**src/rtl/cmd_scheduler.sv**
```systemverilog
// Time-triggered command scheduler: pops a command word from the FIFO, holds it
// until global_clock reaches its start time, then offers it with ack timeout.
//
// state   | meaning
// --------+--------------------------------------------------------------
// S_IDLE  | waiting for enable and a non-empty FIFO
// S_POP   | single-cycle FIFO read strobe
// S_LOAD  | capture FIFO word into command registers
// S_WAIT  | hold until global_clock >= start_time (late check on 1st cycle)
// S_ISSUE | cmd_valid asserted, waiting for cmd_ack or timeout
module cmd_scheduler #(
   parameter int unsigned ACK_TIMEOUT = 255
) (
   input  logic        clk,
   input  logic        rst,
   input  logic        enable,
   input  logic [31:0] global_clock,
   input  logic [79:0] cmd_fifo_dout,
   input  logic        cmd_fifo_empty,
   output logic        cmd_fifo_rd_en,
   output logic [7:0]  cmd_addr,
   output logic [7:0]  cmd_opcode,
   output logic [31:0] cmd_data,
   output logic        cmd_valid,
   input  logic        cmd_ack,
   output logic        busy,
   output logic [15:0] late_count,
   output logic [15:0] timeout_count
);

   localparam logic [2:0] S_IDLE  = 3'd0;
   localparam logic [2:0] S_POP   = 3'd1;
   localparam logic [2:0] S_LOAD  = 3'd2;
   localparam logic [2:0] S_WAIT  = 3'd3;
   localparam logic [2:0] S_ISSUE = 3'd4;

   // Drop happens in the cycle the counter would reach ACK_TIMEOUT, so
   // cmd_valid stays up for exactly ACK_TIMEOUT cycles.
   localparam logic [15:0] ACK_LAST = 16'(ACK_TIMEOUT - 1);

   logic [2:0]  state;
   logic [31:0] start_time;
   logic        first_wait;
   logic [15:0] ack_cnt;

   always_ff @(posedge clk) begin
      if (rst) begin
         state         <= S_IDLE;
         cmd_addr      <= 8'd0;
         cmd_opcode    <= 8'd0;
         cmd_data      <= 32'd0;
         start_time    <= 32'd0;
         first_wait    <= 1'b0;
         ack_cnt       <= 16'd0;
         late_count    <= 16'd0;
         timeout_count <= 16'd0;
      end else begin
         case (state)
            S_IDLE: begin
               if (enable && !cmd_fifo_empty)
                  state <= S_POP;
            end
            S_POP: begin
               state <= S_LOAD;
            end
            S_LOAD: begin
               cmd_addr   <= cmd_fifo_dout[79:72];
               cmd_opcode <= cmd_fifo_dout[71:64];
               start_time <= cmd_fifo_dout[63:32];
               cmd_data   <= cmd_fifo_dout[31:0];
               first_wait <= 1'b1;
               state      <= S_WAIT;
            end
            S_WAIT: begin
               first_wait <= 1'b0;
               if (first_wait && (global_clock > start_time) && (late_count != 16'hFFFF))
                  late_count <= late_count + 16'd1;
               if (global_clock >= start_time) begin
                  ack_cnt <= 16'd0;
                  state   <= S_ISSUE;
               end
            end
            S_ISSUE: begin
               if (cmd_ack) begin
                  state <= S_IDLE;
               end else begin
                  ack_cnt <= ack_cnt + 16'd1;
                  if (ack_cnt == ACK_LAST) begin
                     state <= S_IDLE;
                     if (timeout_count != 16'hFFFF)
                        timeout_count <= timeout_count + 16'd1;
                  end
               end
            end
            default: begin
               state <= S_IDLE;
            end
         endcase
      end
   end

   assign cmd_fifo_rd_en = (state == S_POP);
   assign cmd_valid      = (state == S_ISSUE);
   assign busy           = (state != S_IDLE);

endmodule
```
**config.mk**
```make
export PLATFORM = sky130hd
export DESIGN_NAME = cmd_scheduler
export DESIGN_NICKNAME = d
export VERILOG_FILES = /design/src/rtl/cmd_scheduler.sv
export SDC_FILE = /design/constraint.sdc
export NUM_CORES = 1
export LEC_CHECK = 0
export CORE_ASPECT_RATIO = 0.9
export CORE_MARGIN = 1.5
export CORE_UTILIZATION = 42
export CTS_BUF_LIST = sky130_fd_sc_hd__clkbuf_16
export CTS_CLUSTER_DIAMETER = 40
export DETAILED_ROUTE_END_ITERATION = 16
export PLACE_DENSITY = 0.89
export SLEW_MARGIN = 20
export SYNTH_ARGS = -nofsm -noshare
export SYNTH_HDL_FRONTEND = slang
export SYNTH_SLANG_ARGS = --single-unit
```
**constraint.sdc**
```tcl
create_clock -name clk -period 2.5 [get_ports clk]
set_input_delay 0.5 -clock clk [delete_from_list [all_inputs] [get_ports clk]]
set_output_delay 0.5 -clock clk [all_outputs]
set_load 0.1 [all_outputs]
```
# After elaboration in Yosys (flattened, before gate mapping)
# Cells that the tools add are included.
[word_totals] reg_bits=132 in_bits=117 out_inout_bits=83 elab_cells=47
[classes] add_sub_neg=3 magnitude_cmp=2 eq_ne=11 muxes=9 bitwise=1 n_reduce_logical=12
[ops] operator="$add 16x1->16 const B" n=3
[ops] operator="$ge 32x32->1" n=1
[ops] operator="$gt 32x32->1" n=1
[ops] operator="$mux 16" n=2
[ops] operator="$ne 16x16->1 const B" n=2
[ops] operator="$pmux 16 s2" n=1
[ops] operator="$eq 16x8->1 const B" n=1
[ops] operator="$pmux 3 s5" n=1
[ops] operator="$mux 3" n=4
[ops] operator="$eq 3x2->1 const B" n=2
[ops] operator="$ne 2x2->1 const B" n=3
[ops] operator="$reduce_and 3->1" n=2
[ops] operator="$reduce_and 4->1" n=1
[ops] operator="$reduce_bool 2->1" n=2
[ops] operator="$eq 3x1->1 const B" n=1
[ops] operator="$eq 3x3->1 const B" n=1
[ops] operator="$logic_and 1x1->1" n=3
[ops] operator="$logic_not 3->1" n=1
[ops] operator="$ne 3x1->1 const B" n=1
[ops] operator="$reduce_bool 3->1" n=1
[ops] operator="$pmux 1 s2" n=1
[ops] operator="$reduce_and 2->1" n=1
[ops] operator="$logic_not 1->1" n=1
[ops] operator="$not 1->1" n=1

# Logic depth before layout (Yosys ltp)
# Gate-level depths: netlist of run 1.
[depth] ltp_word=4 ltp_mapped=11 depth_no_buf=9

# Worst setup path before layout of run 1
# No wires, ideal clock.
[synth_timing] path_kind="reg2out" start="reg state[0]" end="out cmd_fifo_rd_en" arrival_ns=2.653 required_ns=2.000 slack_ns=-0.653 stages_incl_launch_ff=2 n_path_buf=0 cell_sequence="dfxtp_1 > nor3b_1"
[synth_via] elab_chain_len=1
[synth_lines] item="start, declared" line="41" rtl="logic [2:0] state;"
[synth_lines] item="start signal, assigned" line="48" rtl="state <= S_IDLE;"
[synth_lines] item="start signal, assigned" line="61" rtl="state <= S_POP;"
[synth_lines] item="start signal, assigned" line="64" rtl="state <= S_LOAD;"
[synth_lines] item="$eq 3x1->1" line="102" rtl="assign cmd_fifo_rd_en = (state == S_POP);"
[synth_lines] item="end, declared" line="20" rtl="output logic cmd_fifo_rd_en,"
# No other way between the ends.

# Worst setup path in the final report of run 1
[layout_timing] start="in global_clock[4]" end="reg late_count[1]"
[layout_via] elab_chain_len=4
[layout_lines] item="start, declared" line="17" rtl="input logic [31:0] global_clock,"
[layout_lines] item="$gt 32x32->1" line="76" rtl="if (first_wait && (global_clock > start_time) && (late_count != 16'hFFFF))"
[layout_lines] item="$logic_and 1x1->1 (2 in series)" line="76"
[layout_lines] item="$reduce_and 2->1 (no line)"
[layout_lines] item="end signal, assigned" line="77" rtl="late_count <= late_count + 16'd1;"
[layout_lines] item="end, declared" line="27" rtl="output logic [15:0] late_count,"
# No other way between the ends.
# A chain may end at the register's enable or synchronous reset.

==> results of run 1 <==
-- area by class of cell --
type,count,area [um^2]
Fill cell,1163,4810
Clock buffer,17,425
Sequential cell,132,2670
Timing Repair Buffer,236,2170
Inverter,39,146
Multi-Input combinational cell,557,3410
Tap cell,193,241
Clock inverter,15,190
-- flip-flops by register name, indices dropped and copies added (netlist names) --
| signal | flops |
|---|---|
| cmd_data | 32 |
| start_time | 32 |
| ack_cnt | 16 |
| late_count | 16 |
| timeout_count | 16 |
| cmd_addr | 8 |
| cmd_opcode | 8 |
| state | 3 |
| first_wait | 1 |
-- per-stage QoR --
step | utilization [%] | cell area [um^2] | power (mW)
2_1_floorplan | - | 6100 | 2.53
3_3_place_gp | 58.4 | 8210 | 2.81
3_5_place_dp | 58.4 | 8210 | 2.83
4_1_cts | 63.4 | 8910 | 5.41
5_1_grt | 65.8 | 9250 | 5.60
6_report | 65.8 | 9250 | 5.39
-- cell families (layout without fill, tap and decap cells) --
group	count (synthesis)	in the layout	synth area share (%)
and+or+nand+nor	318	318	23.9
AOI/OAI and AO/OA	187	187	17.5
DFF	132	132	43.5
buffers and inverters	79	307	5.31
adders and majority gates	36	36	7.41
xor gates and xnor gates	14	14	2.02
muxes	2	2	0.329
-- layer usage --
metal / up-vias / part of all wire, % / wire length, um / global-route usage (%)
li1: 3063 / - / - / -
met5: - / 0 / 0 / 0
met3: 41 / 6.1 / 1060 / 6.50
met1: 2795 / 41 / 7060 / 24.7
met4: 0 / 2.8 / 486 / 9.41
met2: 198 / 50 / 8710 / 36.7
-- worst min-delay path by stage --
stage	endpoint	depth (start not counted)	slack [ns]
global placement	cmd_data[12]	2	0.44
detailed placement	cmd_data[24]	2	0.45
floorplan	start_time[10]	2	0.44
finish	cmd_data[24]	2	0.45
CTS	cmd_data[24]	2	0.45
global route	start_time[30]	2	0.47
-- cell usage after synthesis, types with 2 or more instances --
library cell	number
a31oi_1	6
inv_1	38
a21o_1	3
dfxtp_1	132
o21ai_1	9
nor3_1	7
and3_1	9
and4_1	5
nand4b_1	3
xor2_1	12
nor2_1	33
o21ai_0	21
clkbuf_1	34
mux2i_1	2
nand3_1	20
nand3b_1	3
xnor2_1	2
buf_2	3
nand4_1	14
nand2b_1	3
a311oi_1	2
or3_1	20
a21oi_1	127
ha_1	36
nand2_1	184
o211ai_1	4
and2_1	8
-- worst min-delay path, stage by stage, from the launching register on --
cell and delay (ns):
dfxtp_1 0.30, nand2_1 0.05, a21oi_1 0.05
-- power groups by stage --
stage	combinational (mW)	sequential (mW)	clock, mW
floorplan	0.203	2.33	0
global placement	0.614	2.20	0
detailed placement	0.624	2.20	0
CTS	0.630	2.16	2.62
global route	0.714	2.16	2.72
finish	0.666	2.16	2.57
-- what timing repair did --
action / 4_1_cts / 5_1_grt
buffers inserted: 4 / 5
setup endpoints to repair: 29 / 29
gates resized for setup: 15 / 59
pin swaps: 13 / 38
gates cloned: 0 / 2
==> impl_metrics.ini, run 1 <==
[place]
dp_hpwl_um = 11800
place_inst = 1146
portBuffers = 199
place.gp.congestion = 0.936
pre_cts_ws_ns = -0.590

[clock_tree]
cts_hold_buf = 0
cts-buffers-inserted = 17
cts_root_buf = clkbuf_16
max-clock-path-buffers = 2
clkLatencyLatePin_ns = 0.41
cts_num_sinks = 132
cts_tree = built
cts.clk_slew.worst_paths_ns = 0.05
h-tree-depth = 4

[die]
die-area_mm2 = 0.0152
rows = 41
core_mm2 = 0.0141
start_util_pct = 43.2
chipHeight_um = 117
die_w_um = 130
ios = 200

[final_layout]
layoutNonFillerInstCount = 1189
layout_common_cells = 183 x nand2_1, 124 x a21oi_1, 112 x buf_4
layout_commonest_cell = nand2_1
drive_gt1_share_pct = 21.6
nets = 1136
diodes = 0
area_delta_synth_final_pct = 52.1

[routing]
finalWirelength_um = 17300
routed_via_density = 5.13
wl_per_cell_um = 14.6
drt_first_pass_iters = 5
drcViolationCount = 0
first_iter_violations = 411
dr_total_vias = 6097
ant_nets = 0

[critical_path]
cp.required_ns = 2.78
startpoint_type = primary input
timing.rr.start = start_time[8]
critPathMaxStageDelay_ns = 0.42
endpoint = late_count[1]
startpoint = global_clock[4]
critical_path_depth = 10
crit_family = compound AO/OA/AOI/OAI gates
critPathCaptureType = flip-flop
worst-r2r-setup-slack_ns = 0.03
worst_path_max_delay_cell = clkdlybuf4s50_1
crit_chain = clkdlybuf4s50_1 > ha_1 > a21oi_1 > o21ai_1 > a221o_1 > o31a_4 > o21ai_4 > clkbuf_16 > mux2i_1 > nor2_1
r2r-end = late_count[1]
critPathArrivalTime_ns = 2.75
r2r_cells = 10
critPathMaxFanout = 5
crit_buf_inv = 2
path_class = in -> reg

[logic_synthesis]
syn_area_per_cell_um2 = 7.91
ys_warn_count = 0
yosysTopAreaCellShare_pct = 43.5
yosys.area.top_type = dfxtp_1
synth.distinct_cells = 55
synth_area_leaders = dfxtp_1 43%, nand2_1 11%, a21oi_1 10%
ys_ff_latch = 132
synth_flop_cell = dfxtp_1
ys_async_sr_fraction_pct = 0
synth_area_mm2 = 0.00608
synth_nets = 921
yosysSeqAreaShare_pct = 43.5
synthCells = 768
synth_edf_count = 0

[timing]
timing.hold.ws_ns = 0.453
finalSetupTns_ns = 0
relSlewSlack_pct = 59.0
fin_crit_sh_pct = 98.9
final-setup-viol-count = 0
hold_viol_final = 0
slew_viol_final = 0
setup_ws_ns = 0.0271
finalClockSkew_ns = 0.00936
rsz0062_at_grt = true
min_period_ns = 2.47
worst_pin_slew_ns = 0.613
fmax_ghz = 0.404

[power]
p_seq_share_pct = 40.0
pwr_density_cell_mw_per_mm2 = 583
leakage_nw = 3.57
intPower_mw = 4.09
switching_share_pct = 24.2
power_frac_clock_pct = 47.6
combPwrFrac_pct = 12.4
vdd.ir_drop.worst_mv = 0.427
switchingPower_mw = 1.30

[global_routing]
grt_start_max_net_pins = 46
antenna_found_initial = 0
grt_pass1_wl_um = 25700
grt_pass1_vias = 5566
grt_usage_pct = 21.4
grt_overflow = 0

[worst_hold_path]
hold_path_class = reg -> reg
min_from = cmd_data[24]

[status]
status = completed

[job]
cap_violations = 0
Note: power is estimated with default switching activity, not from simulation.
==> run 2: changes to the inputs <==
MAX_ROUTING_LAYER = met4   (was unset)
==> run 2 against run 1 <==
Die area stayed put. Clock power about the same. Clock-buffer cell count unchanged. Combinational power about the same. Utilization unchanged. Non-clock buffer count stayed put. Final area is the same. Final cell count unchanged. Sequential power about the same. Register-to-register slack about the same. Flip-flop and latch count is the same. Global-route usage up 0.67 points.
==> impl_metrics.ini, run 2 (synthesis results as in run 1) <==
[clock_tree]
cts_root_buf = clkbuf_16
cts.clk_slew.worst_paths_ns = 0.05
cts-buffers-inserted = 17
cts_num_sinks = 132
h-tree-depth = 4
max-clock-path-buffers = 2
cts_tree = built
clkLatencyLatePin_ns = 0.41

[routing]
dr_total_vias = 6065
drt_first_pass_iters = 5
drcViolationCount = 0
ant_nets = 0
routed_via_density = 5.10
finalWirelength_um = 17300
first_iter_violations = 404
wl_per_cell_um = 14.5

[die]
start_util_pct = 43.2
core_mm2 = 0.0141
die_w_um = 130
ios = 200
die-area_mm2 = 0.0152
chipHeight_um = 117
rows = 41

[critical_path]
r2r_cells = 10
crit_buf_inv = 2
path_class = in -> reg
cp.required_ns = 2.78
critPathArrivalTime_ns = 2.74
startpoint_type = primary input
startpoint = global_clock[4]
crit_family = compound AO/OA/AOI/OAI gates
timing.rr.start = start_time[8]
critPathMaxStageDelay_ns = 0.42
critPathMaxFanout = 5
worst_path_max_delay_cell = clkdlybuf4s50_1
critPathCaptureType = flip-flop
crit_chain = clkdlybuf4s50_1 > ha_1 > a21oi_1 > o21ai_1 > a221o_1 > o31a_4 > o21ai_4 > clkbuf_16 > mux2i_1 > nor2_1
critical_path_depth = 10

[status]
status = completed

[final_layout]
fin_area_mm2 = 0.00925
layoutNonFillerInstCount = 1189
diodes = 0
layout_common_cells = 183 x nand2_1, 124 x a21oi_1, 112 x buf_4
nets = 1136
drive_gt1_share_pct = 21.6
layout_commonest_cell = nand2_1
fillers = 1163
utilization_pct = 65.8
top_regs = cmd_data (32), start_time (32)
seq_area_mm2 = 0.00267
multi_input_area_mm2 = 0.00341
area_delta_synth_final_pct = 52.1

[global_routing]
grt_pass1_vias = 5567
grt_start_max_net_pins = 46
grt_usage_pct = 22.0
antenna_found_initial = 0
grt_pass1_wl_um = 25700
grt_overflow = 0

[worst_hold_path]
hold_depth = 2
hold_path_class = reg -> reg
min_from = cmd_opcode[4]

[power]
switchingPower_mw = 1.30
switching_share_pct = 24.1
p_seq_share_pct = 40.1
p_total_mw = 5.39
combPwrFrac_pct = 12.4
intPower_mw = 4.09
power_frac_clock_pct = 47.6
vdd.ir_drop.worst_mv = 0.427
leakage_nw = 3.57
pwr_density_cell_mw_per_mm2 = 583

[timing]
final-setup-viol-count = 0
worst_pin_slew_ns = 0.621
fmax_ghz = 0.405
finalSetupTns_ns = 0
min_period_ns = 2.47
relSlewSlack_pct = 58.5
hold_viol_final = 0
fin_crit_sh_pct = 98.7
rsz0062_at_grt = true
slew_viol_final = 0
finalClockSkew_ns = 0.00915

[job]
cap_violations = 0

[place]
placed_cell_area_mm2 = 0.00821
dp_hpwl_um = 11800
portBuffers = 199
place_inst = 1146
place.gp.congestion = 0.952
run 2: final cells by class:
class / count / share of cell area, %
clock buffer: 17 / 4.60
tap: 193 / 2.61
inverter: 39 / 1.58
multi-input combinational: 557 / 36.8
timing repair buffer: 236 / 23.4
sequential: 132 / 28.9
clock inverter: 15 / 2.06
run 2: power groups by stage:
stage	clock network (mW)	logic, mW	registers, mW
2_1_floorplan	0	0.203	2.33
3_3_place_gp	0	0.614	2.20
3_5_place_dp	0	0.624	2.20
4_1_cts	2.62	0.630	2.16
5_1_grt	2.72	0.714	2.16
6_report	2.56	0.666	2.16
run 2: timing repair:
item	CTS	global route
buffers inserted	4	5
gates resized for setup	15	59
endpoints found under the setup margin	29	29
pin swaps	13	37
gates cloned	0	2
hold buffers	0	0
run 2: worst paths after layout:
path,to,slack [ns]
setup reg to reg,late_count[1],0.04
hold / removal,cmd_opcode[4],0.45
hold reg to reg,cmd_opcode[4],0.45
setup / recovery,late_count[1],0.03
run 2: metal layers:
layer	wire, um	global-route usage, %
met5	0	-
met4	469	9.41
met3	1060	6.27
met2	8690	36.7
met1	7070	24.9
run 2: stage by stage:
stage	worst slack (ns)	hold WS, ns
floorplan	0.00370	0.436
global route	-0.0735	0.468
detailed placement	-0.590	0.447
finish	0.0335	0.453
CTS	-0.00934	0.455
global placement	-0.560	0.442
run 2: worst register-to-register path, stage by stage (launching register included):
cell	delay (ns)
dfxtp_2	0.33
inv_2	0.04
ha_1	0.28
nand4_1	0.18
nor2_1	0.09
a221o_1	0.34
o31a_4	0.40
o21ai_4	0.24
clkbuf_16	0.19
mux2i_1	0.17
nor2_1	0.05
==> run 3: changes to the inputs <==
CAP_MARGIN = 10   (was unset)
SKIP_CTS_REPAIR_TIMING = 1   (was unset)
==> run 3 against run 2 <==
Final area up 0.49%. Non-clock buffer count is 2 lower. Sequential power is essentially flat. Critical path type is now reg -> reg. Combinational power decreased by 0.9%. Largest power group unchanged. Register-to-register slack barely moved.
==> impl_metrics.ini, run 3 (synthesis results as in run 1) <==
[clock_tree]
max-clock-path-buffers = 2
cts_tree = built
cts_root_buf = clkbuf_16
cts.clk_slew.worst_paths_ns = 0.06
cts-buffers-inserted = 17
cts_num_sinks = 132
clkLatencyLatePin_ns = 0.42
h-tree-depth = 4

[worst_hold_path]
hold_path_class = reg -> reg
hold_depth = 2

[routing]
drcViolationCount = 0
wl_per_cell_um = 14.7
dr_wl_met3_um = 981
drt_first_pass_iters = 5
wl_met1_um = 7130
finalWirelength_um = 17400
top_layer_used = met4
met2_length_um = 8900
dr_total_vias = 6118
ant_nets = 0
first_iter_violations = 368
routed_via_density = 5.15

[power]
leakage_nw = 3.67
vdd.ir_drop.worst_mv = 0.427
pwr_density_cell_mw_per_mm2 = 579
p_total_mw = 5.38

[die]
ios = 200
chipHeight_um = 117
start_util_pct = 43.2
core_mm2 = 0.0141
die-area_mm2 = 0.0152
die_w_um = 130
rows = 41

[job]
cap_violations = 0

[final_layout]
utilization_pct = 66.1
nets = 1135
area_delta_synth_final_pct = 52.9
drive_gt1_share_pct = 21.5
diodes = 0
top_regs = cmd_data (32), start_time (32)
layout_commonest_cell = nand2_1
layout_common_cells = 183 x nand2_1, 125 x a21oi_1, 110 x dfxtp_1

[place]
portBuffers = 199
place.gp.congestion = 0.952
dp_hpwl_um = 11800

[timing]
hold_viol_final = 0
min_period_ns = 2.46
fmax_ghz = 0.406
finalSetupTns_ns = 0
fin_crit_sh_pct = 98.4
relSlewSlack_pct = 58.8
worst_pin_slew_ns = 0.616
rsz0062_at_grt = true
finalClockSkew_ns = 0.00903
final-setup-viol-count = 0
slew_viol_final = 0

[critical_path]
r2r_cells = 10
critPathMaxFanout = 5
startpoint_type = flip-flop
critPathCaptureType = flip-flop
cp.required_ns = 2.85
path_class = reg -> reg
critPathArrivalTime_ns = 2.81

[global_routing]
antenna_found_initial = 0
grt_pass1_vias = 5497
grt_overflow = 0
grt_usage_pct = 21.7
grt_start_max_net_pins = 46
grt_pass1_wl_um = 25300

[status]
status = completed
-- run 3: worst paths after layout --
| path | start | end | slack (ns) |
|---|---|---|---|
| min | start_time[8] | start_time[8] | 0.45 |
| max reg2reg | start_time[13] | late_count[14] | 0.04 |
| min reg2reg | start_time[8] | start_time[8] | 0.45 |
| max | start_time[13] | late_count[14] | 0.04 |
-- run 3: critical path: stages, from the launching register on --
cell	delay, ns
dfxtp_2	0.35
inv_2	0.05
ha_4	0.25
nand4_1	0.19
nor4_4	0.35
a21boi_2	0.22
o31a_4	0.22
o21ai_4	0.10
buf_12	0.15
or4_4	0.41
a21oi_2	0.12
-- run 3: power by group --
part / total, mW / switching (mW) / internal (mW)
Sequential: 2.16 / 0.0196 / 2.14
Combinational: 0.660 / 0.371 / 0.289
Clock: 2.56 / 0.903 / 1.66
-- run 3: per-layer routing --
metal	up-vias	track usage [%]
li1	3071	-
met1	2828	24.6
met2	178	36.2
met3	41	6.45
met4	0	8.52
met5	-	-
-- run 3: area by class of cell --
cell class                      instances  area (um^2)
Clock buffer                           17          425
Clock inverter                         15          190
Fill cell                            1137         4770
Inverter                               39          146
Multi-Input combinational cell        558         3410
Sequential cell                       132         2670
Tap cell                              193          241
Timing Repair Buffer                  234         2200
-- run 3: stage by stage --
step	setup WS, ns	std cells	instance area [um^2]	hold slack [ns]
after floorplan	0.00370	768	6100	0.436
after global placement	-0.560	1146	8210	0.442
after detailed placement	-0.590	1146	8210	0.447
after CTS	-0.162	1178	8830	0.455
after global routing	-0.0622	1188	9290	0.468
final	0.0389	1188	9290	0.451
